`src/rtl/word_assembler_if.sv`:
```
// Classifier/dictionary-facing signal bundle for word_assembler.
// master drives the sample/handshake inputs; slave is the assembler itself.
interface word_assembler_if #(
   parameter int MAX_LEN = 24
);
   logic                   i_valid;
   logic [4:0]             i_letter;
   logic                   i_end;
   logic                   i_dict_finish;
   logic                   o_start;
   logic [MAX_LEN*5-1:0]   o_word;
   logic [4:0]             o_len;
   logic                   o_overflow;
   logic                   o_busy;
   logic [1:0]             o_state;

   modport master (
      output i_valid, i_letter, i_end, i_dict_finish,
      input  o_start, o_word, o_len, o_overflow, o_busy, o_state
   );

   modport slave (
      input  i_valid, i_letter, i_end, i_dict_finish,
      output o_start, o_word, o_len, o_overflow, o_busy, o_state
   );
endinterface

```
`src/rtl/word_assembler.sv`:
```
// Debounces classifier letter codes, packs accepted letters into a word and hands it
// to the dictionary stage. Optional feature macro: WORD_BACKSPACE_EN (code 27 deletes).
module word_assembler #(
   parameter int HOLD    = 4,
   parameter int MAX_LEN = 24
) (
   input  logic            i_clk,
   input  logic            i_rst_n,
   word_assembler_if.slave bus
);
   typedef enum logic [1:0] {
      S_IDLE    = 2'd0,
      S_COLLECT = 2'd1,
      S_SEND    = 2'd2,
      S_WAIT    = 2'd3
   } state_t;

   localparam int         WW     = MAX_LEN * 5;
   localparam logic [3:0] HOLD_C = 4'(HOLD);
   localparam logic [4:0] MAX_C  = 5'(MAX_LEN);

   state_t          state_q, state_d;
   logic [4:0]      cand_q, cand_d;
   logic [3:0]      run_q, run_d;
   logic            locked_q, locked_d;
   logic [WW-1:0]   word_q, word_d;
   logic [4:0]      len_q, len_d;
   logic            ovf_q, ovf_d;
   logic            start_q, start_d;
   logic            busy_q, busy_d;
   logic            sample;

   always_comb begin
      state_d  = state_q;
      cand_d   = cand_q;
      run_d    = run_q;
      locked_d = locked_q;
      word_d   = word_q;
      len_d    = len_q;
      ovf_d    = ovf_q;
      sample   = 1'b0;

      case (state_q)
         S_IDLE: begin
            word_d   = '0;
            len_d    = '0;
            run_d    = '0;
            ovf_d    = 1'b0;
            locked_d = 1'b0;
            if (bus.i_valid && bus.i_letter != 5'd0 && bus.i_letter <= 5'd26) begin
               state_d = S_COLLECT;
               sample  = 1'b1;
            end
         end
         S_COLLECT: begin
            if (bus.i_end) begin
               state_d = (len_q != 5'd0) ? S_SEND : S_IDLE;
            end else if (bus.i_valid) begin
               sample = 1'b1;
            end
         end
         S_SEND: state_d = S_WAIT;
         S_WAIT: begin
            if (bus.i_dict_finish) begin
               state_d = S_IDLE;
               word_d  = '0;
               len_d   = '0;
               ovf_d   = 1'b0;
            end
         end
         default: state_d = S_IDLE;
      endcase

      // A differing code restarts the run and releases the lock on the old candidate.
      if (sample) begin
         if (state_q == S_COLLECT && bus.i_letter == cand_q) begin
            run_d = (run_q == HOLD_C) ? run_q : run_q + 4'd1;
         end else begin
            cand_d   = bus.i_letter;
            run_d    = 4'd1;
            locked_d = 1'b0;
         end
         if (run_d == HOLD_C && !locked_d) begin
            locked_d = 1'b1;
            if (cand_d != 5'd0 && cand_d <= 5'd26) begin
               if (len_q == MAX_C) begin
                  ovf_d = 1'b1;
               end else begin
                  for (int k = 0; k < MAX_LEN; k++) begin
                     if (5'(k) == len_q) word_d[k*5 +: 5] = cand_d;
                  end
                  len_d = len_q + 5'd1;
               end
            end
`ifdef WORD_BACKSPACE_EN
            else if (cand_d == 5'd27) begin
               ovf_d = 1'b0;
               if (len_q != 5'd0) begin
                  for (int k = 0; k < MAX_LEN; k++) begin
                     if (5'(k) + 5'd1 == len_q) word_d[k*5 +: 5] = 5'd0;
                  end
                  len_d = len_q - 5'd1;
               end
            end
`endif
         end
      end

      start_d = (state_d == S_SEND);
      busy_d  = (state_d == S_SEND) || (state_d == S_WAIT);
   end

   always_ff @(posedge i_clk or negedge i_rst_n) begin
      if (!i_rst_n) begin
         state_q  <= S_IDLE;
         cand_q   <= '0;
         run_q    <= '0;
         locked_q <= 1'b0;
         word_q   <= '0;
         len_q    <= '0;
         ovf_q    <= 1'b0;
         start_q  <= 1'b0;
         busy_q   <= 1'b0;
      end else begin
         state_q  <= state_d;
         cand_q   <= cand_d;
         run_q    <= run_d;
         locked_q <= locked_d;
         word_q   <= word_d;
         len_q    <= len_d;
         ovf_q    <= ovf_d;
         start_q  <= start_d;
         busy_q   <= busy_d;
      end
   end

   assign bus.o_start    = start_q;
   assign bus.o_word     = word_q;
   assign bus.o_len      = len_q;
   assign bus.o_overflow = ovf_q;
   assign bus.o_busy     = busy_q;
   assign bus.o_state    = state_q;
endmodule
```
`src/flat_wrapper.sv`:
```
// flat-port wrapper written by rule: the top's interface ports become plain ports
module word_assembler_flat 
#(
   parameter int HOLD    = 4,
   parameter int MAX_LEN = 24
)
  (i_clk, i_rst_n, bus_i_valid, bus_i_letter, bus_i_end, bus_i_dict_finish, bus_o_start, bus_o_word, bus_o_len, bus_o_overflow, bus_o_busy, bus_o_state);
  word_assembler_if #(.MAX_LEN(MAX_LEN)) bus_i ();
  input  logic i_clk;
  input  logic i_rst_n;
  input wire logic [$bits(bus_i.i_valid)-1:0] bus_i_valid;
  input wire logic [$bits(bus_i.i_letter)-1:0] bus_i_letter;
  input wire logic [$bits(bus_i.i_end)-1:0] bus_i_end;
  input wire logic [$bits(bus_i.i_dict_finish)-1:0] bus_i_dict_finish;
  output wire logic [$bits(bus_i.o_start)-1:0] bus_o_start;
  output wire logic [$bits(bus_i.o_word)-1:0] bus_o_word;
  output wire logic [$bits(bus_i.o_len)-1:0] bus_o_len;
  output wire logic [$bits(bus_i.o_overflow)-1:0] bus_o_overflow;
  output wire logic [$bits(bus_i.o_busy)-1:0] bus_o_busy;
  output wire logic [$bits(bus_i.o_state)-1:0] bus_o_state;
  assign bus_i.i_valid = bus_i_valid;
  assign bus_i.i_letter = bus_i_letter;
  assign bus_i.i_end = bus_i_end;
  assign bus_i.i_dict_finish = bus_i_dict_finish;
  assign bus_o_start = bus_i.o_start;
  assign bus_o_word = bus_i.o_word;
  assign bus_o_len = bus_i.o_len;
  assign bus_o_overflow = bus_i.o_overflow;
  assign bus_o_busy = bus_i.o_busy;
  assign bus_o_state = bus_i.o_state;
  word_assembler #(.HOLD(HOLD), .MAX_LEN(MAX_LEN)) u_core (.i_clk(i_clk), .i_rst_n(i_rst_n), .bus(bus_i));
endmodule
```
`config.mk`:
```
export PLATFORM = sky130hd
export DESIGN_NAME = word_assembler_flat
export DESIGN_NICKNAME = d
export VERILOG_FILES = /design/src/rtl/word_assembler_if.sv /design/src/rtl/word_assembler.sv /design/src/flat_wrapper.sv
export SDC_FILE = /design/constraint.sdc
export NUM_CORES = 1
export LEC_CHECK = 0
export BUFFER_PORTS_ARGS = -buffer_cell sky130_fd_sc_hd__buf_2
export CAP_MARGIN = 20
export CORE_MARGIN = 1
export CORE_UTILIZATION = 44
export CTS_CLUSTER_SIZE = 40
export DETAILED_ROUTE_END_ITERATION = 10
export GPL_TIMING_DRIVEN = 0
export PLACE_DENSITY = 0.75
export RECOVER_POWER = 25
export SETUP_SLACK_MARGIN = 0.4
export SKIP_CTS_REPAIR_TIMING = 1
export SYNTH_ARGS = -nofsm -noshare
export SYNTH_HDL_FRONTEND = slang
export SYNTH_SLANG_ARGS = --single-unit
```
`constraint.sdc`:
```
create_clock -name i_clk -period 2.6 [get_ports i_clk]
set_input_delay 0 -clock i_clk [delete_from_list [all_inputs] [get_ports i_clk]]
set_output_delay 0 -clock i_clk [all_outputs]
set_load 0.01 [all_outputs]
```
==> flow_summary.yaml <==
final_layout:
  drive_gt1_frac: 0.290
  final_net_count: 769
  antenna_cells: 0
  final_area_sq_um: 8640
  area_growth_pct: 27.8
  multi_input_area_sq_um: 3080
  ff_latch_area_sq_um: 3510
  fillers: 1233
sta:
  fin_ws_ns: 0.385
  rsz0062_at_grt: "true"
  period_share: 0.852
  holdWs_ns: 0.00476
  timing.final.crit_period_ns: 2.22
  max_slew_margin: -0.0953
  hold_violations: 0
  slew_violations: 65
  finalSetupTns_ns: 0
  clock_skew_ns: 0.00737
  setup_viol: 0
  clock.fmax_mhz: 451
  worstMarginPinSlew_ns: 1.64
global_route:
  grt_max_degree: 77
  antenna_found_initial: 0
  grt_overflow: 0
  grt_pass1_wl_microns: 26500
  first_global_vias: 5006
  track_usage: 0.217
critical_path:
  end_kind: "register"
  ff2ff_path_depth: 9
  worstReg2RegEnd: "u_core.bus.o_len[1]$_DFF_PN0_"
  crit_path_max_fanout: 5
  crit_type: "register to register"
  rrSetupSlack_ns: 0.38
  cp.required_ns: 2.91
  arrival_ns: 2.52
  reg2reg_from: "u_core.run_q[1]$_DFFE_PN0P_"
  start_kind: "register"
synthesis:
  ys.flop_type: "dfrtp_1"
  ys_ff_latch: 140
  yosysWarningCount: 0
  synthDominantCellAreaShare: 0.518
  syn_area_per_cell_sq_um: 11.9
  synth_cell_type_count: 46
  synth_area_leaders: "dfrtp_1, mux2i_1, nand4_4, nand2_1, ha_1"
  synth_area_sq_um: 6760
  synth_nets: 589
  synth-async-reset-ratio: 1.00
  yosysTopAreaCell: "dfrtp_1"
  synth_edf_count: 0
  postSynthCellCount: 568
  seq_area_frac_synth: 0.518
power:
  ir_drop_v: 0.000436
  p_total_mw: 5.90
  leakagePower_nw: 4.98
  power_density_nw_per_um2: 683
worst_hold_path:
  min_to: "u_core.run_q[1]$_DFFE_PN0P_"
  hp-class: "primary input to register"
  hold_depth: 4
  min_from: "bus_i_valid"
place:
  placed_cell_area_sq_um: 7720
  gp_congestion: 0.811
  dp_hpwl_microns: 11600
  place_ws_ns: -0.134
  port_buffers: 139
floorplanning:
  core-area_sq_um: 14800
  dieArea_sq_um: 15900
  rows: 44
  start_util: 0.458
  die_h_microns: 126
  die_x_microns: 126
  io_pins: 140
clock_network:
  insertion_delay_ns: 0.42
  cts.htree.levels: 4
  cts_root_buf: "clkbuf_16"
  cts_tree: "done"
  clk_pin_slew_ns: 0.06
  clockBufferDepth: 2
  clock-sinks: 140
  cts_made_buffers: 17
drt:
  vias: 4933
  final_antenna_net_count: 0
  drc_errors: 0
  routed_wl_microns: 16900
  drtPass1Iterations: 7
  wl_per_cell_microns: 17.9
  viasPerCell: 5.22
  drt_iter0_drc: 309
outcome:
  violations: "max-capacitance violations, max-slew violations"
  status: "finished with violations"
run:
  maxCapViolCount: 1
## cell usage after synthesis, types with 2 or more instances
cell type    n
mux2i_1    123
nand3_1      3
xnor2_1      5
a2111oi_4    2
o2bb2ai_1    2
ha_1        11
nand2_1    134
o22ai_1      2
a21oi_1      9
buf_1        2
buf_4        3
dfrtp_1    140
buf_2        2
and2_1       4
nor3_1       2
nand4_4     24
buf_6        3
clkbuf_1    27
o21ai_0      5
nor2b_1     11
or2_2        4
inv_1       15
nor2_1       2
a21o_1       3
o211ai_1     2
nand2b_1     4
mux2_2       5
## critical path: stages (launching register included)
cell       delay (ns)
dfrtp_1          0.43
inv_2            0.09
ha_4             0.14
nor4bb_2         0.31
a211oi_1         0.12
a2111oi_4        0.21
buf_6            0.20
buf_8            0.15
nand3_4          0.12
mux2_4           0.32
## cell type report
type	instances	share of cell area
sequential	140	0.406
multi-input combinational	375	0.356
timing repair buffer	161	0.105
clock buffer	19	0.0513
buffer	38	0.0268
tap	184	0.0266
clock inverter	13	0.0217
inverter	15	0.00652
## registers in the layout (all words and copies together) (netlist names)
register               count
u_core.cand_q              5
u_core.bus.o_state         2
u_core.bus.o_len           5
u_core.bus.o_start         1
u_core.run_q               4
u_core.bus.o_overflow      1
u_core.bus.o_word        120
u_core.bus.o_busy          1
u_core.locked_q            1
## power breakdown
part	switching (mW)	internal, mW
Combinational	0.676	0.338
Sequential	0.0553	2.24
Clock	0.955	1.64
## layer usage
metal  part of all wire  wire length, microns  vias to the layer above  global-route usage
met3              0.058                   980                       19              0.0620
li1                   -                     -                     2312                   -
met5                  0                     0                        -                   0
met2               0.48                  8150                      146               0.344
met1               0.45                  7590                     2456               0.288
met4              0.012                   211                        0              0.0709
## layout by cell type (no fill, tap or decap), drive strengths merged, types with 2 or more instances in the layout
master,instances
nor2b,11
clkinv,3
nand2b,4
nor3,2
inv,18
o2bb2ai,2
ha,11
nor2,3
and2,5
o21ai,6
clkinvlp,3
bufinv,4
mux2i,123
a2111oi,2
a21o,3
or2,4
o221ai,2
nand3,4
nand2,134
dlygate4sd3,6
mux2,6
dfrtp,140
o22ai,2
nand4,25
clkbuf,86
buf,126
o211ai,2
xnor2,5
a21oi,10
## per-stage QoR
step	cells	util
floorplan	568	-
global placement	891	0.521
detailed placement	892	0.523
CTS	924	0.566
global route	945	0.586
finish	945	0.586
## worst max path at each step
stage / from / to
floorplan: u_core.run_q[0]$_DFFE_PN0P_ / u_core.bus.o_len[1]$_DFF_PN0_
global placement: i_rst_n / u_core.bus.o_word[117]$_DFF_PN0_
detailed placement: u_core.bus.o_state[1]$_DFF_PN0_ / u_core.bus.o_word[117]$_DFF_PN0_
CTS: u_core.bus.o_state[1]$_DFF_PN0_ / u_core.bus.o_word[117]$_DFF_PN0_
global route: u_core.run_q[0]$_DFFE_PN0P_ / u_core.bus.o_len[1]$_DFF_PN0_
finish: u_core.run_q[1]$_DFFE_PN0P_ / u_core.bus.o_len[1]$_DFF_PN0_
## cells by family (layout without fill, tap and decap cells)
group | after synthesis | in the layout | synth area share
AO/OA/AOI/OAI | 33 | 33 | 0.0389
XOR/XNOR | 5 | 5 | 0.00648
adder cells (fa/ha/maj) | 11 | 11 | 0.0204
buffers and inverters | 53 | 246 | 0.0365
flip-flops | 140 | 140 | 0.518
multiplexers | 129 | 129 | 0.192
AND/OR/NAND/NOR | 197 | 197 | 0.188
Power figures use the tool's default switching activity.
